## src/rtl/img_pkg.sv

```systemverilog
// Shared defaults and types for the image reader.
package img_pkg;

  localparam int DEF_IMG_WIDTH  = 41;
  localparam int DEF_IMG_HEIGHT = 50;
  localparam int DEF_SWEEP_X    = 25;
  localparam int DEF_SWEEP_Y    = 25;
  localparam int DEF_PIX_W      = 8;

  // Accepted coordinates that have not yet left the block (RAM read plus queued pixels).
  localparam int FIFO_DEPTH     = 3;

  // One output FIFO entry: the window-last marker travels with its pixel.
  typedef struct packed {
    logic                 last;
    logic [DEF_PIX_W-1:0] data;
  } pix_entry_t;

  // Number of pixels in one sweep window.
  function automatic int win_pixels(input int sx, input int sy);
    return sx * sy;
  endfunction

endpackage

```

## src/rtl/sync_fifo.sv

```systemverilog
// Small first-word-fall-through FIFO with a registered occupancy count.
module sync_fifo #(
  parameter  int WIDTH = 9,
  parameter  int DEPTH = 3,
  localparam int CW    = $clog2(DEPTH + 1),
  localparam int PW    = (DEPTH > 1) ? $clog2(DEPTH) : 1
) (
  input  logic             clk,
  input  logic             rst,
  input  logic             push_i,
  input  logic [WIDTH-1:0] data_i,
  input  logic             pop_i,
  output logic [WIDTH-1:0] data_o,
  output logic [CW-1:0]    count_o,
  output logic             empty_o
);

  logic [WIDTH-1:0] mem_q [DEPTH];
  logic [PW-1:0]    wr_ptr_q, rd_ptr_q;
  logic [CW-1:0]    count_q;
  logic             full;
  logic             do_push, do_pop;

  assign full    = (count_q == CW'(DEPTH));
  assign empty_o = (count_q == '0);
  assign count_o = count_q;
  assign do_pop  = pop_i & ~empty_o;
  // A push into a full FIFO is only honoured when the head leaves in the same cycle.
  assign do_push = push_i & (~full | do_pop);
  assign data_o  = mem_q[rd_ptr_q];

  function automatic logic [PW-1:0] ptr_inc(input logic [PW-1:0] p);
    return (p == PW'(DEPTH - 1)) ? '0 : p + 1'b1;
  endfunction

  // Storage slots: data only, no reset needed since occupancy guards every read.
  for (genvar gi = 0; gi < DEPTH; gi++) begin : g_slot
    always_ff @(posedge clk) begin
      if (do_push && (wr_ptr_q == PW'(gi)))
        mem_q[gi] <= data_i;
    end
  end

  // Pointer and occupancy bookkeeping.
  always_ff @(posedge clk or posedge rst) begin
    if (rst) begin
      wr_ptr_q <= '0;
      rd_ptr_q <= '0;
      count_q  <= '0;
    end else begin
      if (do_push) wr_ptr_q <= ptr_inc(wr_ptr_q);
      if (do_pop)  rd_ptr_q <= ptr_inc(rd_ptr_q);
      case ({do_push, do_pop})
        2'b10:   count_q <= count_q + 1'b1;
        2'b01:   count_q <= count_q - 1'b1;
        default: count_q <= count_q;
      endcase
    end
  end

endmodule

```

## src/rtl/img_reader.sv

```systemverilog
// Turns a stream of window coordinates into a stream of pixels read from the image RAM.
module img_reader import img_pkg::*; #(
  parameter  int IMG_WIDTH  = DEF_IMG_WIDTH,
  parameter  int IMG_HEIGHT = DEF_IMG_HEIGHT,
  parameter  int SWEEP_X    = DEF_SWEEP_X,
  parameter  int SWEEP_Y    = DEF_SWEEP_Y,
  parameter  int PIX_W      = DEF_PIX_W,
  localparam int W_X        = $clog2(IMG_WIDTH),
  localparam int W_Y        = $clog2(IMG_HEIGHT),
  localparam int W_A        = $clog2(IMG_WIDTH * IMG_HEIGHT)
) (
  input  logic             clk,
  input  logic             rst,
  input  logic             addr_valid,
  output logic             addr_ready,
  input  logic [W_X-1:0]   x,
  input  logic [W_Y-1:0]   y,
  output logic             mem_rd_en,
  output logic [W_A-1:0]   mem_addr,
  input  logic [PIX_W-1:0] mem_rd_data,
  output logic             pix_valid,
  input  logic             pix_ready,
  output logic [PIX_W-1:0] pix_data,
  output logic             pix_last,
  output logic             range_err
);

  localparam int WIN_PIX  = win_pixels(SWEEP_X, SWEEP_Y);
  localparam int W_C      = (WIN_PIX > 1) ? $clog2(WIN_PIX) : 1;
  localparam int CW       = $clog2(FIFO_DEPTH + 1);
  localparam int EW       = PIX_W + 1;
  localparam logic [W_C-1:0] LAST_IDX = W_C'(WIN_PIX - 1);

  logic           run_q;
  logic           inflight_q;
  logic           last_q;
  logic [W_C-1:0] pix_cnt_q, pix_cnt_d;
  logic           range_err_q;
  logic           hs;
  logic           in_range;
  logic [W_A-1:0] lin_addr;
  logic [CW:0]    occupancy;
  logic [CW-1:0]  fifo_cnt;
  logic           fifo_empty;
  logic [EW-1:0]  fifo_head;
  logic           pop;

  // Accept only while every accepted coordinate is guaranteed a FIFO slot; built
  // purely from registers so downstream backpressure never ripples upstream.
  assign occupancy  = {1'b0, fifo_cnt} + {{CW{1'b0}}, inflight_q};
  assign addr_ready = run_q & (occupancy < (CW + 1)'(FIFO_DEPTH));
  assign hs         = addr_valid & addr_ready;

  // Linear address; out-of-image coordinates still read, but from word 0.
  assign in_range   = (int'(x) < IMG_WIDTH) && (int'(y) < IMG_HEIGHT);
  assign lin_addr   = W_A'(y) * W_A'(IMG_WIDTH) + W_A'(x);
  assign mem_rd_en  = hs;
  assign mem_addr   = (hs && in_range) ? lin_addr : '0;

  assign pix_cnt_d  = (pix_cnt_q == LAST_IDX) ? '0 : pix_cnt_q + 1'b1;

  // Handshake bookkeeping: read-in-flight flag, window position, sticky range error.
  always_ff @(posedge clk or posedge rst) begin
    if (rst) begin
      run_q       <= 1'b0;
      inflight_q  <= 1'b0;
      last_q      <= 1'b0;
      pix_cnt_q   <= '0;
      range_err_q <= 1'b0;
    end else begin
      run_q      <= 1'b1;
      inflight_q <= hs;
      if (hs) begin
        last_q    <= (pix_cnt_q == LAST_IDX);
        pix_cnt_q <= pix_cnt_d;
        if (!in_range) range_err_q <= 1'b1;
      end
    end
  end

  assign range_err = range_err_q;

  // RAM data lands one cycle after the strobe and is queued with its last marker.
  sync_fifo #(
    .WIDTH (EW),
    .DEPTH (FIFO_DEPTH)
  ) u_fifo (
    .clk     (clk),
    .rst     (rst),
    .push_i  (inflight_q),
    .data_i  ({last_q, mem_rd_data}),
    .pop_i   (pop),
    .data_o  (fifo_head),
    .count_o (fifo_cnt),
    .empty_o (fifo_empty)
  );

  // Output side is the FIFO head, forced to zero while nothing is queued.
  assign pix_valid = ~fifo_empty;
  assign pop       = pix_valid & pix_ready;
  assign pix_data  = pix_valid ? fifo_head[PIX_W-1:0] : '0;
  assign pix_last  = pix_valid & fifo_head[PIX_W];

endmodule

```

## config.mk

```make
export PLATFORM = sky130hd
export DESIGN_NAME = img_reader
export DESIGN_NICKNAME = d
export VERILOG_FILES = /design/src/rtl/img_pkg.sv /design/src/rtl/sync_fifo.sv /design/src/rtl/img_reader.sv
export SDC_FILE = /design/constraint.sdc
export NUM_CORES = 1
export LEC_CHECK = 0
export CORE_MARGIN = 3
export CORE_UTILIZATION = 40
export CTS_CLUSTER_DIAMETER = 200
export CTS_CLUSTER_SIZE = 20
export DETAILED_ROUTE_END_ITERATION = 8
export GPL_TIMING_DRIVEN = 0
export HOLD_SLACK_MARGIN = 0.02
export SYNTH_ARGS = -nofsm -noshare
export SYNTH_HDL_FRONTEND = slang
export SYNTH_HIERARCHICAL = 1
export SYNTH_SLANG_ARGS = --single-unit
export TNS_END_PERCENT = 30
```

## constraint.sdc

```tcl
create_clock -name clk -period 7.6 [get_ports clk]
set_input_delay 1.9 -clock clk [delete_from_list [all_inputs] [get_ports clk]]
set_output_delay 1.9 -clock clk [all_outputs]
set_load 0.02 [all_outputs]
```

==> results.sh <==
export IMPL_run_status="complete, no violations"
export IMPL_powerDensity_mw_per_mm2=270.2
export IMPL_drc=0
export IMPL_regToRegEndpoint="u_fifo/mem_q[2][4]"
export IMPL_hold_start="range_err"
export IMPL_cts_reportedPaths_clkPinSlew_ns=0.08
export IMPL_synth_compound_area_share=0.1105
export IMPL_hold_path_endpoint="range_err"
export IMPL_postRouteAntennaNets=0
export IMPL_utilization=0.5151
export IMPL_yosysTopAreaCell="edfxtp_1"
export IMPL_period_needed_ns=7.393
export IMPL_synth_seq_area_share=0.4306
export IMPL_setup_tns_ns=0
export IMPL_report_final_setup_viol=0
export IMPL_synthArstFlopShare=0.4255
export IMPL_dieArea_mm2=0.008697
export IMPL_vias=2240
export IMPL_cp_num_buf_inv=2
export IMPL_grt_pass1_wl_um=10310
export IMPL_grtUsageTotal=0.1508
export IMPL_numCtsBuffers=5
export IMPL_core_mm2=0.007331
export IMPL_power_frac_clock=0.175
export IMPL_p_leak_nw=1.644
export IMPL_synth_top_family_by_area="adder cells"
export IMPL_synth_seq_cells=47
export IMPL_hold_viol=0
export IMPL_drt_wl_total_um=6069
export IMPL_drtIter0Drc=80
export IMPL_grt_pass1_vias=2151
export IMPL_r2r_cells=5
export IMPL_cts_sinks=47
export IMPL_avgRoutedWirePerCell_um=14.05
export IMPL_synth_xor_area_share=0.02588
export IMPL_syn_avg_cell_area_um2=10.99
export IMPL_maxCapViolations=0
export IMPL_synth_area_mux_share=0.05341
export IMPL_synth_edf_count=27
export IMPL_crit_path_max_fanout=4
export IMPL_crit_required_ns=5.70
export IMPL_rsz0062_at_grt="false"
export IMPL_seq_power_share=0.352
export IMPL_comb_power_share=0.473
export IMPL_io_pins=49
export IMPL_r2r_start="u_fifo/count_o[0]"
export IMPL_h_tree_depth=2
export IMPL_antennaDiodeCount=0
export IMPL_fmax_mhz=135.3
export IMPL_syn_to_final_growth_pct=23.99
export IMPL_syn_nets=345
export IMPL_die_w_um=93.26
export IMPL_grt_overflow_total=0
export IMPL_detailed_place_hpwl_um=4626
export IMPL_switchingPower_mw=0.3851
export IMPL_yosysMostFrequentCell="ha_1"
export IMPL_max_slew_margin_rel=0.4376
export IMPL_final_period_utilization=0.9728
export IMPL_worst_ep_arrival_time_ns=5.49
export IMPL_n_fill_cell=662
export IMPL_gp_congestion=0.7687
export IMPL_ys_types=47
export IMPL_yosysWarnings=6
export IMPL_cts_root_buffer="clkbuf_8"
export IMPL_grt_max_degree=16
export IMPL_synth_adder_area_share=0.1882
export IMPL_synthCells=277
export IMPL_vias_per_cell=5.185
export IMPL_start_util=0.4154
export IMPL_p_int_mw=0.6351
export IMPL_antenna_found_initial=0
export IMPL_crit_type="in -> out"
export IMPL_p_sw_frac=0.3775
export IMPL_peakVddDrop_v=0.0001076
export IMPL_hold_path_depth=1
export IMPL_pre_cts_slack_ns=0.0003046
export IMPL_cpLargestDelayFamily="adder cells"
export IMPL_crit_path_cell_trace="clkdlybuf4s50_1 > ha_1 > ha_1 > ha_1 > fa_1 > ha_1 > o21a_1 > a31oi_1 > mux2i_1 > clkdlybuf4s50_1"
export IMPL_worst_pin_slew_ns=0.8390
export IMPL_power_mw=1.020
export IMPL_slew_violations=0
export IMPL_max_stage_delay_ns=0.64
export IMPL_core_rowCount=31
export IMPL_io_buffers=48
export IMPL_cp_slowest_cell="clkdlybuf4s50_1"
export IMPL_cts_buffer_depth=2
export IMPL_fin_ws_ns=0.2068
export IMPL_hp_class="reg -> reg"
export IMPL_die_h_um=93.26
export IMPL_fin_nets=400
export IMPL_synthesis_area_mm2=0.003045
export IMPL_start_kind="input pin"
export IMPL_crit_path_end_kind="primary output"
export IMPL_worstSkewPairLatency_ns=0.30
export IMPL_cts_tree="built"
export IMPL_synthTopCellsByArea="edfxtp_1 (27%), ha_1 (17%), dfrtp_1 (16%), mux2i_1 (4.6%), o21ai_0 (3.6%)"
export IMPL_dr_pass1_iters=4
export IMPL_yosysTopAreaCellShare=0.2662
export IMPL_timing_critical_path_mode_cell="ha_1"
export IMPL_synthFlopType="edfxtp_1"
export IMPL_rrSetupSlack_ns=5.26
export IMPL_skew_ns=0.006449
export IMPL_synth_simple_area_share=0.1664
export IMPL_critical_path_cell_count=10
export IMPL_cts_hold_buf=0
export IMPL_synth_commonest_cells="ha_1 (41), edfxtp_1 (27), o21ai_0 (22)"
export IMPL_final_layout_size_suffix_gt1_frac=0.07508
==> what timing repair did <==
action | 4_1_cts | 5_1_grt
gates cloned | 0 | 0
setup endpoints to repair | 1 | 3
buffers inserted | 0 | 0
gates resized for setup | 1 | 3
==> kinds of logic (layout without fill, tap and decap cells) <==
logic type	after synthesis	after routing
AOI/OAI and AO/OA	52	52
adders and majority gates	44	44
DFF	47	47
other	1	1
xor gates and xnor gates	9	9
and+or+nand+nor	91	91
muxes	16	16
buffers and inverters	17	73
==> power groups by stage <==
| stage | clock network (mW) | logic, mW | registers (mW) |
|---|---|---|---|
| 2_1_floorplan | 0 | 0.324 | 0.353 |
| 3_3_place_gp | 0 | 0.480 | 0.362 |
| 3_5_place_dp | 0 | 0.487 | 0.365 |
| 4_1_cts | 0.184 | 0.490 | 0.360 |
| 5_1_grt | 0.193 | 0.539 | 0.367 |
| 6_report | 0.178 | 0.482 | 0.360 |
==> worst register-to-register path: stages, from the launching register on <==
cell      delay, ns
dfrtp_1        0.47
nor2_1         0.09
clkbuf_1       0.24
nor2b_1        0.34
o21ai_4        0.14
nor3b_2        0.69
==> how the worst max path moves through the flow <==
| stage | start | end | slack (ns) |
|---|---|---|---|
| after global placement | y[2] | mem_addr[11] | -0.03 |
| after global routing | y[2] | mem_addr[10] | 0.02 |
| after floorplan | y[0] | mem_addr[11] | 1.16 |
| final | y[2] | mem_addr[10] | 0.21 |
| after detailed placement | y[2] | mem_addr[11] | 0.0003 |
| after CTS | y[2] | mem_addr[8] | 0.09 |
==> metal layers <==
layer  vias to the layer above  track usage  wire length [um]
met4                         0      0.03297                38
met2                        45       0.2460              2915
met1                      1059       0.2026              2880
li1                       1131            -                 -
met3                         5      0.03781               235
met5                         -            0                 0
==> flip-flops by register name (all words and copies together), names as in the netlist <==
name             flops
run_q                1
pix_cnt_q           10
u_fifo/wr_ptr_q      2
u_fifo/count_o       2
inflight_q           1
range_err            1
u_fifo/mem_q        27
u_fifo/rd_ptr_q      2
last_q               1
==> layout make-up <==
class / instances / area, um^2 / area share
Timing Repair Buffer: 48 / 486.7 / 0.1289
Multi-Input combinational cell: 213 / 1672 / 0.4427
Inverter: 11 / 41.29 / 0.01093
Buffer: 6 / 31.28 / 0.008284
Sequential cell: 47 / 1311 / 0.3473
Clock inverter: 2 / 37.54 / 0.009940
Clock buffer: 6 / 72.57 / 0.01922
Tap cell: 99 / 123.9 / 0.03280
==> placed cells by master, fill, tap and decap left out, types with 3 or more instances in the layout <==
master	Yosys	layout
edfxtp_1	27	27
mux2i_1	14	14
and3_1	6	6
a21oi_1	8	8
dfrtp_1	20	20
o21bai_1	3	3
ha_1	41	41
nor2_1	16	16
nand3b_1	5	5
nand2_1	19	19
a21o_1	4	4
nand3_1	10	10
o21a_1	3	3
inv_1	10	10
a211oi_1	3	3
o21ai_0	22	22
clkdlybuf4s50_1	0	44
xor2_1	5	5
nor2b_1	11	11
fa_1	3	3
xnor2_1	4	4
nor3_1	4	3
clkbuf_8	0	5
clkbuf_1	3	4
nand4_1	6	6
dlymetal6s2s_1	0	3
==> through the flow <==
| step | hold WS [ns] | instances | area (um^2) |
|---|---|---|---|
| global route | 0.5371 | 432 | 3776 |
| CTS | 0.5033 | 432 | 3769 |
| detailed placement | 0.4691 | 424 | 3660 |
| floorplan | 0.4599 | 277 | 3045 |
| global placement | 0.4727 | 424 | 3650 |
| finish | 0.4967 | 432 | 3776 |
(Power assumes the default switching activity.)
